### config.mk
export PLATFORM = sky130hd
export DESIGN_NAME = lse_mult_pipe
export DESIGN_NICKNAME = d
export VERILOG_FILES = /design/src/rtl/lse_mult_pipe.sv
export SDC_FILE = /design/constraint.sdc
export NUM_CORES = 1
export LEC_CHECK = 0
export ABC_AREA = 1
export CORE_MARGIN = 8
export CORE_UTILIZATION = 30
export DETAILED_ROUTE_END_ITERATION = 6
export GPL_TIMING_DRIVEN = 1
export SYNTH_ARGS = -nofsm -noshare
export SYNTH_HDL_FRONTEND = slang
export SYNTH_SLANG_ARGS = --single-unit
### constraint.sdc
create_clock -name i_clk -period 5.1 [get_ports i_clk]
set_input_delay 0.51 -clock i_clk [delete_from_list [all_inputs] [get_ports i_clk]]
set_output_delay 0.51 -clock i_clk [all_outputs]
set_load 0.03 [all_outputs]
### src/rtl/lse_mult_pipe.sv
// lse_mult_pipe
//   Pipelined multi-lane log-space multiplier. A log-space product is the
//   two's-complement sum of the operand logs, with NEG_INF = 1<<(WIDTH-1)
//   standing for log(0). Each lane adds its operands, flags signed positive
//   (ovf) or negative (udf) overflow, and either wraps or saturates
//   depending on the per-transfer mode. Results leave the block PIPE_STAGES
//   cycles after they are accepted, and two saturating counters tally the
//   flag events that are delivered downstream.
//
// Ports
//   i_clk, i_rst        clock (rising edge), asynchronous active-high reset
//   i_valid, o_ready    input handshake
//   i_operand_a/_b      LANES packed operands, lane k in [k*WIDTH +: WIDTH]
//   i_pe_mode           00 wrap, anything else saturate; travels with data
//   o_valid, i_ready    output handshake
//   o_result            LANES packed per-lane results
//   o_ovf, o_udf        per-lane overflow / underflow flags
//   i_clr_stats         synchronous clear of both counters (wins over events)
//   o_ovf_cnt/o_udf_cnt saturating counts of delivered flag events
//
// Handshake: a transfer happens on a rising edge where valid and ready are
// both high. The whole pipeline advances together whenever the output slot
// is empty or being drained (o_ready = ~o_valid | i_ready), so bubbles are
// not collapsed and o_result/o_ovf/o_udf stay frozen while o_valid is held
// against a low i_ready.

module lse_mult_pipe #(
    parameter int WIDTH       = 24,
    parameter int LANES       = 2,
    parameter int PIPE_STAGES = 2,
    parameter int CNT_WIDTH   = 16
) (
    input  logic                   i_clk,
    input  logic                   i_rst,
    input  logic                   i_valid,
    output logic                   o_ready,
    input  logic [LANES*WIDTH-1:0] i_operand_a,
    input  logic [LANES*WIDTH-1:0] i_operand_b,
    input  logic [1:0]             i_pe_mode,
    output logic                   o_valid,
    input  logic                   i_ready,
    output logic [LANES*WIDTH-1:0] o_result,
    output logic [LANES-1:0]       o_ovf,
    output logic [LANES-1:0]       o_udf,
    input  logic                   i_clr_stats,
    output logic [CNT_WIDTH-1:0]   o_ovf_cnt,
    output logic [CNT_WIDTH-1:0]   o_udf_cnt
);

    localparam logic [WIDTH-1:0]     NI      = {1'b1, {(WIDTH-1){1'b0}}};
    localparam logic [WIDTH-1:0]     MAX     = ~NI;
    localparam int                   PW      = $clog2(LANES + 1);
    localparam int                   SW      = CNT_WIDTH + PW;
    localparam logic [CNT_WIDTH-1:0] CNT_MAX = '1;

    // ------------------------------------------------------------------
    // Stage-0 arithmetic
    // ------------------------------------------------------------------
    logic                   w_sat;
    logic [LANES*WIDTH-1:0] w_res_all;
    logic [LANES-1:0]       w_ovf_all;
    logic [LANES-1:0]       w_udf_all;

    assign w_sat = i_pe_mode[1] | i_pe_mode[0];

    generate
        for (genvar k = 0; k < LANES; k++) begin : g_lane
            logic [WIDTH-1:0] w_a;
            logic [WIDTH-1:0] w_b;
            logic [WIDTH:0]   w_sum;
            logic             w_ninf;
            logic             w_pos;
            logic             w_neg;
            logic [WIDTH-1:0] w_res;

            assign w_a    = i_operand_a[k*WIDTH +: WIDTH];
            assign w_b    = i_operand_b[k*WIDTH +: WIDTH];
            assign w_sum  = {w_a[WIDTH-1], w_a} + {w_b[WIDTH-1], w_b};
            assign w_ninf = (w_a == NI) | (w_b == NI);
            // Top two sum bits disagree exactly when the sum left the
            // WIDTH-bit signed range; a sum of exactly NI keeps them equal.
            assign w_pos  = ~w_ninf & ~w_sum[WIDTH] &  w_sum[WIDTH-1];
            assign w_neg  = ~w_ninf &  w_sum[WIDTH] & ~w_sum[WIDTH-1];

            always_comb begin
                w_res = w_sum[WIDTH-1:0];
                if (w_ninf) begin
                    w_res = NI;
                end else if (w_sat && w_pos) begin
                    w_res = MAX;
                end else if (w_sat && w_neg) begin
                    w_res = NI;
                end
            end

            assign w_res_all[k*WIDTH +: WIDTH] = w_res;
            assign w_ovf_all[k]                = w_pos;
            assign w_udf_all[k]                = w_neg;
        end
    endgenerate

    // ------------------------------------------------------------------
    // Pipeline registers
    // ------------------------------------------------------------------
    logic                                      w_en;
    logic [PIPE_STAGES-1:0]                    r_vld;
    logic [PIPE_STAGES-1:0][LANES*WIDTH-1:0]   r_res;
    logic [PIPE_STAGES-1:0][LANES-1:0]         r_ovf;
    logic [PIPE_STAGES-1:0][LANES-1:0]         r_udf;

    assign w_en    = ~r_vld[PIPE_STAGES-1] | i_ready;
    assign o_ready = w_en;

    always_ff @(posedge i_clk or posedge i_rst) begin
        if (i_rst) begin
            r_vld <= '0;
            r_res <= '0;
            r_ovf <= '0;
            r_udf <= '0;
        end else if (w_en) begin
            r_vld[0] <= i_valid;
            if (i_valid) begin
                r_res[0] <= w_res_all;
                r_ovf[0] <= w_ovf_all;
                r_udf[0] <= w_udf_all;
            end
            for (int s = 1; s < PIPE_STAGES; s++) begin
                r_vld[s] <= r_vld[s-1];
                // Payload only moves with a valid token; bubbles leave it.
                if (r_vld[s-1]) begin
                    r_res[s] <= r_res[s-1];
                    r_ovf[s] <= r_ovf[s-1];
                    r_udf[s] <= r_udf[s-1];
                end
            end
        end
    end

    assign o_valid  = r_vld[PIPE_STAGES-1];
    assign o_result = r_res[PIPE_STAGES-1];
    assign o_ovf    = r_ovf[PIPE_STAGES-1];
    assign o_udf    = r_udf[PIPE_STAGES-1];

    // ------------------------------------------------------------------
    // Saturating event counters
    // ------------------------------------------------------------------
    function automatic logic [PW-1:0] popcnt(input logic [LANES-1:0] v);
        logic [PW-1:0] c;
        c = '0;
        for (int i = 0; i < LANES; i++) begin
            c = c + PW'(v[i]);
        end
        return c;
    endfunction

    logic [CNT_WIDTH-1:0] r_ovf_cnt;
    logic [CNT_WIDTH-1:0] r_udf_cnt;
    logic [SW-1:0]        w_ovf_sum;
    logic [SW-1:0]        w_udf_sum;
    logic                 w_out_xfer;

    assign w_out_xfer = r_vld[PIPE_STAGES-1] & i_ready;
    // Extra PW headroom bits expose any carry past the counter width.
    assign w_ovf_sum  = {{PW{1'b0}}, r_ovf_cnt} + SW'(popcnt(o_ovf));
    assign w_udf_sum  = {{PW{1'b0}}, r_udf_cnt} + SW'(popcnt(o_udf));

    always_ff @(posedge i_clk or posedge i_rst) begin
        if (i_rst) begin
            r_ovf_cnt <= '0;
            r_udf_cnt <= '0;
        end else if (i_clr_stats) begin
            r_ovf_cnt <= '0;
            r_udf_cnt <= '0;
        end else if (w_out_xfer) begin
            r_ovf_cnt <= (|w_ovf_sum[SW-1:CNT_WIDTH]) ? CNT_MAX : w_ovf_sum[CNT_WIDTH-1:0];
            r_udf_cnt <= (|w_udf_sum[SW-1:CNT_WIDTH]) ? CNT_MAX : w_udf_sum[CNT_WIDTH-1:0];
        end
    end

    assign o_ovf_cnt = r_ovf_cnt;
    assign o_udf_cnt = r_udf_cnt;

endmodule

After elaboration in Yosys (flattened, before gate mapping)
Index checks and enable logic that the tools add are counted.

Word-level logic and storage cells: 60. Output and inout bits: 86. Register bits: 138. Input port bits: 103.

Reduce and logical (&&, ||, !) cells: 9. Bitwise operators: 20. Multiplexer cells: 12. Equality and inequality tests: 4. Add/sub/neg operators: 6.

Operator list (number): $mux 24 (6); $eq 24x24->1 const B (4); $mux 16 (6); $add 24x24->25 (2); $add 16x2->17 (2); $and 1x1->1 (9); $not 1->1 (7); $add 1x1->2 (2); $logic_and 1x1->1 (4); $or 1x1->1 (4); $reduce_and 2->1 (2); $reduce_or 2->1 (2); $reduce_bool 2->1 (1).

Logic depth before layout (Yosys ltp)
Gate-level depths: netlist of the first run.

Word-level depth: 9. Gate-level depth with buffers: 18. Depth with buffers taken out: 18.

Least setup slack after synthesis of the first run
Ideal clock, no wire load.

Path type: register -> register. From: register r_udf_cnt[0] (netlist: o_udf_cnt[0]). To: register r_udf_cnt[1] (netlist: o_udf_cnt[1]). Clock period less this slack: 2429 ps. Path buffers: 1. Data arrival time: 2346 ps. Library setup time: 83 ps. Path slack: 2671 ps. Cell stages (with the launch flop): 14. Required time: 5017 ps. Cell sequence: dfrtp_1 inv_1 fa_1 inv_1 ha_1 nand3_1 nor3_2 nand2_1 nor3_2 nand3_2 nor2_4 buf_6 o21ai_0 o21ai_0.

Cells in the longest elaborated chain, start to end: 5.

RTL lines: from (decl) (line 157) `logic [CNT_WIDTH-1:0] r_udf_cnt;`; from (signal assigned) (line 176) `r_udf_cnt <= (|w_udf_sum[SW-1:CNT_WIDTH]) ? CNT_MAX : w_udf_sum[CNT_WIDTH-1:0];`; $add 16x2->17 * (line 165) `assign w_udf_sum = {{PW{1'b0}}, r_udf_cnt} + SW'(popcnt(o_udf));`; $reduce_or 2->1 (line 176); $mux 16 * (line 176); $mux 16 * (line 174) `end else if (w_out_xfer) begin`; $mux 16 * (line 171) `end else if (i_clr_stats) begin`.

Every way passes the cells marked *; elsewhere a longest branch is shown, timed or not. The select of a mux whose other input is x is not followed. A chain may end at the register's enable or synchronous reset.

Final worst setup path of the first run
From: register r_udf (netlist bit o_udf[0]). To: register r_udf_cnt[15] (netlist: o_udf_cnt[15]).

Cells in the longest elaborated chain, start to end: 6.

RTL lines: from (decl) (line 109) `logic [PIPE_STAGES-1:0][LANES-1:0] r_udf;`; from (signal, indexed assignment) (line 133) `r_udf[s] <= r_udf[s-1];`; $add 1x1->2 * (line 151) `c = c + PW'(v[i]);`; $add 16x2->17 * (line 165); $reduce_or 2->1 (line 176); $mux 16 * (line 176); $mux 16 * (line 174); $mux 16 * (line 171).

Marks and branches as above.

==> flow_summary.json, run 1 <==
{
  "clockBufferDepth": 2,
  "grt_max_degree": 96,
  "gp_congestion": 0.9328,
  "multi_input_area_mm2": 0.005650,
  "drtIter0Drc": 505,
  "ant_nets": 0,
  "critPathKind": "reg2reg",
  "cts_hold_buffers": 0,
  "leakage_nw": 6.184,
  "instances_no_fill": 1996,
  "num_rows": 67,
  "die_w_um": 200.4,
  "drcViolationCount": 0,
  "slowest_stage": "fa_1",
  "wl_per_cell_um": 14.70,
  "syn_inst": 1403,
  "grt_pass1_vias": 9358,
  "slew_headroom": 0.3262,
  "hold_viol_final": 0,
  "synth_warnings": 0,
  "die_area_mm2": 0.04018,
  "rsz0062_at_grt": "false",
  "synth-edff-count": 0,
  "post_cts_resize_count": 0,
  "hpwl_um": 23440,
  "hold_depth": 2,
  "reg2regPathDepth": 14,
  "syn_area_mm2": 0.01021,
  "track_usage": 0.1456,
  "antenna_found_initial": 0,
  "max-cap-violations": 0,
  "fp.coreArea_mm2": 0.03353,
  "cts.sinks": 138,
  "synth_area_leaders": "dfrtp_1 34%, nand2_1 18%, ha_1 6.1%",
  "setup_tns_ps": 0,
  "synthArstFlopShare": 1.000,
  "synth_ff_type": "dfrtp_1",
  "powerDensity_mw_per_mm2": 377.4,
  "placed_area_mm2": 0.01213,
  "crit_arrival_ps": 3190,
  "synth_top_area_cell": "dfrtp_1",
  "worst_slack_ps": 2237,
  "cts_tree": "done",
  "final_area_mm2": 0.01271,
  "port_buffers": 188,
  "overflow": 0,
  "crit_path_end_kind": "flip-flop",
  "ys_seq_area_frac": 0.3384,
  "num-fill-cells": 3508,
  "drv_slew": 0,
  "drive_gt1_frac": 0.09044,
  "hp-class": "reg2reg",
  "cts-htree-levels": 4,
  "irDropWorstVdd_uv": 259.4,
  "finalSetupViolations": 0,
  "finalWirelength_um": 29330,
  "nets": 1692,
  "cp_common_cell": "inv_1",
  "initial_core_util": 0.3044,
  "area_growth_pct": 24.58,
  "cts_buffers": 17,
  "avgSynthCellArea_um2": 7.274,
  "seq_area_mm2": 0.003453,
  "diodes": 0,
  "post_cts_buffers": 0,
  "layout_worst_path_cycle_share": 0.5614,
  "cp_slowest_stage_delay_ps": 440,
  "path_cells": "inv_1 > fa_1 > inv_1 > ha_1 > nand3_1 > nor3_2 > nand2_1 > nor3_2 > nand3_2 > nor2_4 > inv_1 > nand3_1 > nand2_1 > o21ai_1",
  "synth.net_count": 1560,
  "yosys_register_bits": 138,
  "path_max_fanout": 14,
  "critPathLaunchType": "flip-flop",
  "tightestPinTransition_ps": 1010,
  "synth_top_area_share": 0.3384,
  "clk_pin_slew_worst_paths_ps": 60,
  "status": "finished, final reports clean",
  "dr.pass1.iters": 6,
  "placed_cells": 1964,
  "finalCriticalPeriod_ps": 2863,
  "fin_util": 0.3792,
  "max_freq_ghz": 0.3493,
  "avgViaCountPerCell": 4.610,
  "place_worst_setup_slack_ps": 1928,
  "cts_root_buffer": "clkbuf_16",
  "finalClockSkew_ps": 8.339,
  "via_count": 9201,
  "ys_types": 39,
  "io_pins": 189,
  "die_h_um": 200.4,
  "cp.required_ps": 5430,
  "grt_first_pass_wirelength_um": 48800,
  "clk_latency_ps": 410
}
-- flip-flops by register name, summed over array words and instances, names as in the netlist --
signal / cells
r_vld: 2
r_ovf: 2
o_ovf: 2
r_udf: 2
o_result: 48
o_ovf_cnt: 16
o_udf: 2
r_res: 48
o_udf_cnt: 16
-- layer usage --
layer  share of wire  vias up  global-route usage  routed length (µm)
met5               0        -                   0                   0
met4           0.016        0             0.03758                 474
met3           0.038       28             0.02840                1120
met2            0.48      195              0.2468               14040
met1            0.47     4273              0.1873               13700
li1                -     4705                   -                   -
-- report_power, final --
part           internal (mW)  switching (mW)  total (mW)
Sequential              1.41           0.190        1.60
Clock                  0.734           0.512        1.25
Combinational          0.817            1.14        1.95
-- area by class of cell --
| class | instances | area share |
|---|---|---|
| multi-input combinational | 1043 | 0.4444 |
| clock buffer | 19 | 0.03405 |
| tap | 448 | 0.04409 |
| clock inverter | 13 | 0.01230 |
| timing repair buffer | 194 | 0.1515 |
| inverter | 141 | 0.04202 |
| sequential | 138 | 0.2716 |
-- per-stage QoR --
step	power [mW]	hold slack (ps)
2_1_floorplan	3.077	445.0
5_1_grt	5.124	495.9
3_3_place_gp	3.589	460.0
4_1_cts	4.881	481.7
3_5_place_dp	3.608	465.3
6_report	4.799	476.4
-- final timing paths --
path                                              to  slack [ps]                  start
hold / removal                 r_res[25]$_DFFE_PP0P_         480  r_res[25]$_DFFE_PP0P_
setup reg to reg           o_udf_cnt[15]$_DFFE_PP0P_        2240   o_udf[0]$_DFFE_PP0P_
min in group asynchronous    o_result[2]$_DFFE_PP0P_         680                  i_rst
max in group asynchronous   o_result[28]$_DFFE_PP0P_        3550                  i_rst
hold reg to reg                r_res[25]$_DFFE_PP0P_         480  r_res[25]$_DFFE_PP0P_
setup / recovery           o_udf_cnt[15]$_DFFE_PP0P_        2240   o_udf[0]$_DFFE_PP0P_
-- cells by family after synthesis --
logic type,share of synthesized area
adder cells (fa/ha/maj),0.06914
buffers and inverters,0.1087
XOR/XNOR,0.04462
AND/OR/NAND/NOR,0.3152
flip-flops,0.3384
AO/OA/AOI/OAI,0.07098
multiplexers,0.05296
-- cells in the mapped netlist (4+ instances only) --
cell type / instances
a31oi_1: 4
fa_1: 4
nand3_1: 56
nor3_1: 15
o21ai_0: 53
inv_1: 133
mux2_2: 48
nor4_1: 9
clkbuf_1: 11
o21ai_1: 7
nand2_2: 14
buf_2: 8
nor2_1: 113
xor2_1: 37
nor2_2: 7
o21bai_1: 7
buf_4: 53
ha_1: 50
nand2_1: 494
or2_2: 4
inv_2: 8
nor3_2: 4
o22ai_1: 5
nand4_1: 19
a21oi_1: 55
dfrtp_1: 138
xnor2_1: 15
buf_6: 9
-- worst max-delay path, delay by kind of cell (launching register included) --
kind	cells	cell delay, ps
AOI/OAI and AO/OA	1	110
and+or+nand+nor	8	1340
buffers and inverters	3	290
adders and majority gates	2	610
DFF	1	430
-- layout by cell type (no fill, tap or decap), types with 8 or more instances in the layout --
cell             synthesis  layout
dfrtp_1                138     138
ha_1                    50      50
nor4_1                   9       9
xor2_1                  37      37
nor3_1                  15      15
o21ai_0                 53      53
nand3_1                 56      56
mux2_2                  48      48
clkdlybuf4s50_1          0     188
nor2_1                 113     112
inv_2                    8       8
nand2_2                 14      16
clkbuf_16                0      17
nand2_1                494     492
inv_1                  133     132
nand4_1                 19      19
xnor2_1                 15      15
a21oi_1                 55      55
nor2_2                   7       8
Power figures use the tool's default switching activity.
==> run 2, diff against run 1 <==
Clock period 5.1 ns to 2.55 ns, I/O delays scaled along.
==> flow_summary.json, run 2 (synthesized netlist as in run 1, its figures left out) <==
{
  "finalWirelength_um": 29490,
  "io_pins": 189,
  "finalSetupViolations": 0,
  "cts_tree": "done",
  "worst_slack_ps": 140.3,
  "finalCriticalPeriod_ps": 2410,
  "num_rows": 67,
  "final_common_cell": "nand2_1",
  "r2r_setup_slack_ps": 140,
  "drtIter0Drc": 533,
  "cts-htree-levels": 4,
  "die_h_um": 200.4,
  "overflow": 0,
  "gp_congestion": 0.8700,
  "crit_path_end_kind": "flip-flop",
  "initial_core_util": 0.3044,
  "irDropWorstVdd_uv": 420.6,
  "grt_pass1_vias": 9547,
  "crit_arrival_ps": 2730,
  "sw_frac_of_total": 0.3844,
  "clk_latency_ps": 410,
  "wl_per_cell_um": 13.88,
  "avgViaCountPerCell": 4.500,
  "cp-startpoint": "o_ovf[0]$_DFFE_PP0P_",
  "use_met1": 0.1872,
  "cts.sinks": 138,
  "use_met2": 0.2515,
  "track_usage": 0.1462,
  "diodes": 0,
  "intPower_mw": 6.020,
  "seq_power_share": 0.326,
  "placed_area_mm2": 0.01313,
  "grt-busiest-layer": "met2",
  "die_w_um": 200.4,
  "critPathLaunchType": "flip-flop",
  "layout_worst_path_cycle_share": 0.9450,
  "powerDensity_mw_per_mm2": 706.0,
  "fp.coreArea_mm2": 0.03353,
  "max_freq_ghz": 0.4150,
  "max-cap-violations": 0,
  "port_buffers": 188,
  "cp.required_ps": 2870,
  "clkPwrFrac": 0.242,
  "cts_root_buffer": "clkbuf_16",
  "slew_headroom": 0.5217,
  "final_cell_mix": "490 x nand2_1, 188 x clkdlybuf4s50_1, 138 x dfrtp_1, 131 x inv_1, 126 x buf_4",
  "use_met3": 0.02743,
  "r2r_start": "o_ovf[0]$_DFFE_PP0P_",
  "power.total_mw": 9.778,
  "via_count": 9562,
  "p_sw_mw": 3.758,
  "grt_max_degree": 90,
  "nets": 1821,
  "drv_slew": 0,
  "area_growth_pct": 35.70,
  "critPathKind": "reg2reg",
  "timing.rr.end": "o_ovf_cnt[3]$_DFFE_PP0P_",
  "clockBufferDepth": 2,
  "path_max_fanout": 6,
  "final_area_mm2": 0.01385,
  "die_area_mm2": 0.04018,
  "leakage_nw": 6.903,
  "finalClockSkew_ps": 8.101,
  "hp-class": "in2async",
  "hold_viol_final": 0,
  "clk_pin_slew_worst_paths_ps": 60,
  "reg2regPathDepth": 12,
  "holdWs_ps": 292.3,
  "antenna_found_initial": 0,
  "place_worst_setup_slack_ps": -201.1,
  "drive_gt1_frac": 0.1705,
  "hpwl_um": 23960,
  "dr.pass1.iters": 5,
  "cts_buffers": 17,
  "ant_nets": 0,
  "pwr-share-comb": 0.432,
  "tightestPinTransition_ps": 716.7,
  "drcViolationCount": 0,
  "grt_first_pass_wirelength_um": 49160,
  "num-fill-cells": 3476,
  "status": "finished, final reports clean"
}
[run 2: cell types whose count changed in the layout (fill, tap and decap cells not counted), sizes merged]
cell | previous run | this run
clkinv | 1 | 6
bufinv | 2 | 0
clkbuf | 19 | 18
buf | 6 | 134
clkinvlp | 4 | 3
[run 2: timing repair]
action	CTS	global route
hold buffers	0	0
endpoints found under the setup margin	1	30
pin swaps	0	9
buffers inserted	0	4
gates resized for setup	2	32
cloned	0	1
[run 2: critical path, cell delays in order (launching register included)]
cell,delay (ps)
dfrtp_1,340
inv_1,90
fa_2,400
inv_1,70
ha_2,210
nand3_4,100
nor3_4,230
nand2_2,110
nor3_4,300
nand3_4,170
clkinv_4,120
a21oi_1,40
o21ai_1,140
[run 2: how the worst max path moves through the flow]
stage,slack (ps),end
4_1_cts,10,o_udf_cnt[14]$_DFFE_PP0P_
3_5_place_dp,-200,r_res[26]$_DFFE_PP0P_
6_report,140,o_ovf_cnt[3]$_DFFE_PP0P_
3_3_place_gp,-150,r_res[26]$_DFFE_PP0P_
5_1_grt,-30,o_ovf_cnt[8]$_DFFE_PP0P_
2_1_floorplan,120,o_udf_cnt[1]$_DFFE_PP0P_
[run 2: power groups by stage]
stage          logic, mW  registers [mW]  clock network, mW
6_report            4.23            3.18               2.37
4_1_cts             4.27            3.20               2.44
3_3_place_gp        4.23            3.22                  0
5_1_grt             4.62            3.28               2.54
3_5_place_dp        4.26            3.23                  0
2_1_floorplan       3.05            3.11                  0
[run 2: layout make-up]
cell class / count / area, µm² / share of cell area
inverters: 141 / 538.0 / 0.03885
repair inverters: 1 / 5.005 / 0.0003614
multi-input cells: 1043 / 5752 / 0.4153
clock buffers: 18 / 439.2 / 0.03171
well taps: 448 / 560.5 / 0.04047
flip-flops and latches: 138 / 3453 / 0.2493
clock inverters: 14 / 131.4 / 0.009486
repair buffers: 322 / 2970 / 0.2145
[run 2: per-stage QoR]
stage | TNS [ps] | cells | utilization
after floorplan | 0 | 1403 | -
after global placement | -4983 | 2088 | 0.3915
after detailed placement | -7370 | 2088 | 0.3915
after CTS | 0 | 2120 | 0.4088
after global routing | -187.4 | 2125 | 0.4130
final | 0 | 2125 | 0.4130
[run 2: per-layer routing]
metal | share of wire | up-vias
met4 | 0.015 | 0
met3 | 0.041 | 19
met2 | 0.48 | 172
li1 | - | 4967
met5 | 0 | -
met1 | 0.46 | 4404
